File: config.mk
export PLATFORM = sky130hd
export DESIGN_NAME = trig_phase_frame_decoder
export DESIGN_NICKNAME = d
export VERILOG_FILES = /design/src/rtl/trig_phase_frame_decoder.sv
export SDC_FILE = /design/constraint.sdc
export NUM_CORES = 1
export LEC_CHECK = 0
export ABC_CLOCK_PERIOD_IN_PS = 3200
export BUFFER_PORTS_ARGS = -buffer_cell sky130_fd_sc_hd__buf_4
export CAP_MARGIN = 20
export CORE_MARGIN = 2
export CORE_UTILIZATION = 50
export CTS_CLUSTER_SIZE = 28
export DETAILED_ROUTE_END_ITERATION = 10
export GPL_TIMING_DRIVEN = 0
export PLACE_DENSITY = 0.83
export SYNTH_ARGS = -nofsm -noshare
export SYNTH_HDL_FRONTEND = slang
export SYNTH_SLANG_ARGS = --single-unit
File: constraint.sdc
create_clock -name clk160 -period 3.2 [get_ports clk160]
set_input_delay 0.32 -clock clk160 [delete_from_list [all_inputs] [get_ports clk160]]
set_output_delay 0.32 -clock clk160 [all_outputs]
set_load 0.005 [all_outputs]
File: src/rtl/trig_phase_frame_decoder.sv
// trig_phase_frame_decoder
//   Receives the clk160 trigger-phase byte stream (one 32-bit frame per clk40
//   period, byte0 first). It finds 4-byte frame alignment on the idle word and
//   holds it. Each aligned frame is decoded into a trigger event carrying the
//   recovered (bit-reversed) phase and a frame timestamp. Trigger, error and
//   lock-loss counters are kept for the register block.
//
// Ports
//   clk160           in   byte clock, rising edge
//   resetn           in   synchronous active-low reset
//   din[7:0]         in   received byte, one per cycle
//   clear_counters   in   pulse, clears trig/err/lock-loss counters
//   locked           out  frame alignment held (state == LOCKED)
//   trig_valid       out  one-cycle pulse per decoded trigger frame
//   trig_phase[7:0]  out  recovered phase, held between triggers
//   trig_timestamp   out  frame index of the trigger since lock
//   trig_count[31:0] out  decoded triggers, wraps
//   err_count[15:0]  out  bad frames while locked, saturating
//   lock_loss_count  out  LOCKED->HUNT transitions, saturating
//
// state  | meaning
// HUNT   | sliding search for IDLE_WORD on every byte
// VERIFY | aligned, counting consecutive idle frames toward LOCK_COUNT
// LOCKED | aligned, decoding frames at every boundary
module trig_phase_frame_decoder #(
  parameter logic [31:0] IDLE_WORD    = 32'h33333335,
  parameter int unsigned LOCK_COUNT   = 4,
  parameter int unsigned UNLOCK_COUNT = 3,
  parameter int unsigned TS_WIDTH     = 32
) (
  input  logic                clk160,
  input  logic                resetn,
  input  logic [7:0]          din,
  input  logic                clear_counters,
  output logic                locked,
  output logic                trig_valid,
  output logic [7:0]          trig_phase,
  output logic [TS_WIDTH-1:0] trig_timestamp,
  output logic [31:0]         trig_count,
  output logic [15:0]         err_count,
  output logic [7:0]          lock_loss_count
);

  typedef enum logic [1:0] {
    ST_HUNT   = 2'd0,
    ST_VERIFY = 2'd1,
    ST_LOCKED = 2'd2
  } state_t;

  localparam logic [3:0] LP_LOCK   = LOCK_COUNT[3:0];
  localparam logic [3:0] LP_UNLOCK = UNLOCK_COUNT[3:0];

  state_t              r_state;
  state_t              w_state_nxt;
  logic [23:0]         r_sr;
  logic [1:0]          r_slot;
  logic [3:0]          r_good_cnt;
  logic [3:0]          r_bad_cnt;
  logic [TS_WIDTH-1:0] r_frame_ts;

  logic [31:0] w_window;
  logic        w_boundary;
  logic        w_is_idle;
  logic        w_is_trig;
  logic [3:0]  w_good_inc;
  logic [3:0]  w_bad_inc;
  logic [7:0]  w_phase;
  logic        w_hunt_hit;
  logic        w_verify_good;
  logic        w_lock_idle;
  logic        w_lock_trig;
  logic        w_lock_bad;
  logic        w_unlock;
  logic        w_enter_lock;

  // din is byte3 of the candidate frame, r_sr[7:0] the oldest byte0.
  assign w_window   = {din, r_sr};
  assign w_boundary = (r_slot == 2'd3);
  assign w_is_idle  = (w_window == IDLE_WORD);
  assign w_is_trig  = (w_window[23:0] == 24'd0);
  assign w_good_inc = r_good_cnt + 4'd1;
  assign w_bad_inc  = r_bad_cnt + 4'd1;

  // The serializer sends the phase MSB-first, so byte3 arrives bit-reversed.
  always_comb begin
    w_phase = 8'd0;
    for (int i = 0; i < 8; i++) begin
      w_phase[i] = w_window[31-i];
    end
  end

  always_ff @(posedge clk160) begin
    if (!resetn) begin
      r_state <= ST_HUNT;
    end else begin
      r_state <= w_state_nxt;
    end
  end

  always_comb begin
    w_state_nxt   = r_state;
    w_hunt_hit    = 1'b0;
    w_verify_good = 1'b0;
    w_lock_idle   = 1'b0;
    w_lock_trig   = 1'b0;
    w_lock_bad    = 1'b0;
    w_unlock      = 1'b0;
    case (r_state)
      ST_HUNT: begin
        if (w_is_idle) begin
          w_hunt_hit  = 1'b1;
          w_state_nxt = (LP_LOCK == 4'd1) ? ST_LOCKED : ST_VERIFY;
        end
      end
      ST_VERIFY: begin
        if (w_boundary) begin
          if (w_is_idle) begin
            w_verify_good = 1'b1;
            if (w_good_inc == LP_LOCK) begin
              w_state_nxt = ST_LOCKED;
            end
          end else if (!w_is_trig) begin
            w_state_nxt = ST_HUNT;
          end
        end
      end
      ST_LOCKED: begin
        if (w_boundary) begin
          if (w_is_idle) begin
            w_lock_idle = 1'b1;
          end else if (w_is_trig) begin
            w_lock_trig = 1'b1;
          end else begin
            w_lock_bad = 1'b1;
            if (w_bad_inc == LP_UNLOCK) begin
              w_unlock    = 1'b1;
              w_state_nxt = ST_HUNT;
            end
          end
        end
      end
      default: w_state_nxt = ST_HUNT;
    endcase
  end

  assign w_enter_lock = (w_state_nxt == ST_LOCKED) && (r_state != ST_LOCKED);

  always_ff @(posedge clk160) begin
    if (!resetn) begin
      r_sr            <= 24'd0;
      r_slot          <= 2'd0;
      r_good_cnt      <= 4'd0;
      r_bad_cnt       <= 4'd0;
      r_frame_ts      <= '0;
      locked          <= 1'b0;
      trig_valid      <= 1'b0;
      trig_phase      <= 8'd0;
      trig_timestamp  <= '0;
      trig_count      <= 32'd0;
      err_count       <= 16'd0;
      lock_loss_count <= 8'd0;
    end else begin
      r_sr   <= {din, r_sr[23:8]};
      // A hunt hit means din is byte3 now, so the next byte is byte0.
      r_slot <= w_hunt_hit ? 2'd0 : r_slot + 2'd1;

      if (w_hunt_hit) begin
        r_good_cnt <= 4'd1;
      end else if (w_verify_good) begin
        r_good_cnt <= w_good_inc;
      end

      if (w_enter_lock || w_lock_idle || w_lock_trig || w_unlock) begin
        r_bad_cnt <= 4'd0;
      end else if (w_lock_bad) begin
        r_bad_cnt <= w_bad_inc;
      end

      // Event capture uses the old value, so the first locked frame is ts 0.
      if (w_enter_lock) begin
        r_frame_ts <= '0;
      end else if ((r_state == ST_LOCKED) && w_boundary) begin
        r_frame_ts <= r_frame_ts + TS_WIDTH'(1);
      end

      locked     <= (w_state_nxt == ST_LOCKED);
      trig_valid <= w_lock_trig;
      if (w_lock_trig) begin
        trig_phase     <= w_phase;
        trig_timestamp <= r_frame_ts;
      end

      // Clear has priority over any coincident increment.
      if (clear_counters) begin
        trig_count      <= 32'd0;
        err_count       <= 16'd0;
        lock_loss_count <= 8'd0;
      end else begin
        if (w_lock_trig) begin
          trig_count <= trig_count + 32'd1;
        end
        if (w_lock_bad && (err_count != 16'hFFFF)) begin
          err_count <= err_count + 16'd1;
        end
        if (w_unlock && (lock_loss_count != 8'hFF)) begin
          lock_loss_count <= lock_loss_count + 8'd1;
        end
      end
    end
  end

endmodule

==> metrics <==
initial antenna violation count=0; Worst Hold End=r_sr[20]; main combinational cell family by area after synthesis=simple AND/OR/NAND/NOR gates; Netlist cell types=54; Most used DFF post-synth=dfxtp_1; power per standard cell area=486.5 nW/um^2; Int Power=~3.3 mW; final setup vio count=0; DRC viols=0; sequential share of power=between 40% and 50%; largest area contributor in the netlist=dfxtp_1; syn_nets=around 830; peak per-stage delay on the critical path=about 470 ps; mux cell area share after synthesis=0%; Logic pwr share=under 10%; vias in the first global route=between 5000 and 6000; crit path cell chain=ha_1 -> buf_2 -> nand3b_1 -> clkbuf_1 -> nor3_2 -> buf_2 -> nand4_1 -> xor2_1 -> nor2_1; total congestion overflow=0; clk sinks=166; clock slew at reported path FFs=60 ps; pre-CTS WS=695.5 ps; Final Max Slew Viols=0; syn avg cell area=8.693 um^2; status=finished, final reports clean; # IOs=~110; die area=between 15000 and 20000 um^2; Max Freq=roughly 0.4 GHz; share of flip-flops with an asynchronous set or reset=0%; crit path DAT=2800 ps; R2R depth=9; Post-CTS Setup Inserts=0; Site Rows=43; period utilisation layout=a little under 80%; most common cell in the netlist=dfxtp_1; first-pass GRT wire length=26440 um; share of cells above drive strength 1=a little under a fifth; setup ws final=approximately 710 ps; most frequent cells after synthesis=dfxtp_1, nand2_1, nor2_1, a21oi_1, xnor2_1; WL/cell=around 14 um; clock tree buffer depth=2; yosys warns=0; worst slew pin tran=roughly 710 ps; Crit Reg-Reg Startpoint=r_slot[0]; synth top area cells=dfxtp_1, nand2_1, xnor2_1, nor2_1, a21oi_1; peak supply drop=slightly below 0.0004 V; H-tree levels=4; Placed Cells=approximately 1100; gpl congestion=about 0.84; sequential area share after synthesis=approximately 47%; adder-cell share of the synthesized area=approximately 1.4%; Final Skew=around 7.7 ps; WHS=approximately 110 ps; P&R area growth vs syn=22.93%; Hold Buf Count CTS=0; die width=122.6 um; sw frac=21.59%; reg-to-reg setup timing slack=710 ps; CTS root buffer=clkbuf_16; port buffer count=around 110; Die H=between 100 and 150 um; Setup CP Type=reg -> reg; Final ANT Viol Nets=0; Initial DRC Count=approximately 390; CP endpoint kind=flip-flop; Final Cell Area=8646 um^2; switching power=0.9082 mW; number of synthesized flops with an enable pin=0; post-synthesis simple-gate area fraction=approximately a third; fin nets=~950; via/cell ratio=approximately 5.3; HP Class=in -> reg; crit-path most repeated cell=buf_2; post-synth top area share=~47%; Max-cap violations=0; largest net degree at the start of global routing=17; CTS tree=built; Hold Vio Cnt, Final=0; setup TNS=0 ps; Core Region=about 14000 um^2; Post-Syn Area=around 7000 um^2; HPWL after DPL=~11000 um; Finished Core Util=between 60% and 70%; Max-slew headroom=between 50 and 60%; total wire length=15900 um; Pre-antenna DRT Iters=4; final non-filler cell total=~1100; Critical Path RT=around 3500 ps; largest fanout on the critical path=10; Slowest-stage cell, CP=nor3_2; Power Total=between 4 and 5 mW; Starting Density=around 50%; Clock Latency Late Sink=around 430 ps; r2r endpoint=trig_count[19]; Vias=about 6000; xor-xnor portion of the synthesized cell area=a little under a tenth; Setup crit start kind=flip-flop; Compound-Gate Fraction of Synth Area=7.454%; Worst Hold Launch=din[4]; area post-placement=8061 um^2; Min-Delay Path Depth=2; Leak Pwr=3.133 nW; CTS resizes=0; Num CTS Buffers=17; Synth Instances=approximately 810; clock share of power=47.8%; ant diodes=0; Tot GR Track Use=about 22%; Seq cells post-synth=about 170; minimum clock period=2490 ps; unrepaired setup endpoints after global routing=no
-- cells in the final DEF (no fill, tap or decap), drive strengths merged, types with 8 or more instances in the layout --
master  count
buf       116
nor3       18
nor4       27
dfxtp     166
xnor2      46
a21oi      59
nand4      24
or3        10
nand2     128
nor2       89
and2       33
inv        17
ha          8
nand3      40
clkbuf     49
o21ai       8
xor2       27
and4       12
and3       11
-- registers in the layout (all words and copies together), names as in the netlist, 4 cells and up --
signal and flops:
trig_phase 8, err_count 16, lock_loss_count 8, trig_count 32, r_frame_ts 32, r_good_cnt 4, trig_timestamp 32, r_sr 24
r_bad_cnt 4
-- how the worst max path moves through the flow --
stage	start	to	slack [ps]
finish	r_slot[0]	trig_count[19]	710
global placement	r_slot[0]	r_frame_ts[31]	720
detailed placement	r_slot[0]	trig_phase[0]	700
floorplan	r_slot[0]	r_frame_ts[29]	1200
CTS	r_slot[0]	trig_phase[2]	680
global route	r_slot[0]	trig_timestamp[30]	420
-- critical path, delay by kind of cell (launching register included) --
| family | cells | cell delay, ps |
|---|---|---|
| AND/OR/NAND/NOR | 4 | 910 |
| buffers and inverters | 3 | 830 |
| flip-flops | 1 | 340 |
| XOR/XNOR | 1 | 160 |
| adder cells (fa/ha/maj) | 1 | 140 |
-- power by group through the flow --
stage          logic [mW]  clock network, mW  registers, mW
3_5_place_dp       0.0996                  0           2.14
5_1_grt             0.111               2.12           2.10
3_3_place_gp       0.0980                  0           2.14
2_1_floorplan      0.0645                  0           2.14
4_1_cts             0.101               2.04           2.10
6_report           0.0994               2.01           2.10
-- kinds of logic (layout without fill, tap and decap cells) --
kind of cell / after synthesis / count (layout)
and+or+nand+nor: 415 / 415
DFF: 166 / 166
AOI/OAI and AO/OA: 91 / 91
xor gates and xnor gates: 73 / 73
buffers and inverters: 56 / 195
adders and majority gates: 8 / 8
-- per-layer routing --
metal	wire [um]	GRT usage, %	share of wire, %
met1	7292	27.91	46
met2	7780	37.47	49
met3	622	5.390	3.9
met4	204	7.112	1.3
met5	0	0	0
-- cell type report --
class                           count  area, um^2
Clock inverter                     13       131.4
Tap cell                          180       225.2
Inverter                           17       63.81
Sequential cell                   166        3323
Clock buffer                       19       452.9
Fill cell                        1196        5181
Multi-Input combinational cell    587        3482
Buffer                             39       163.9
Timing Repair Buffer              107       803.3
(Power assumes the default switching activity.)
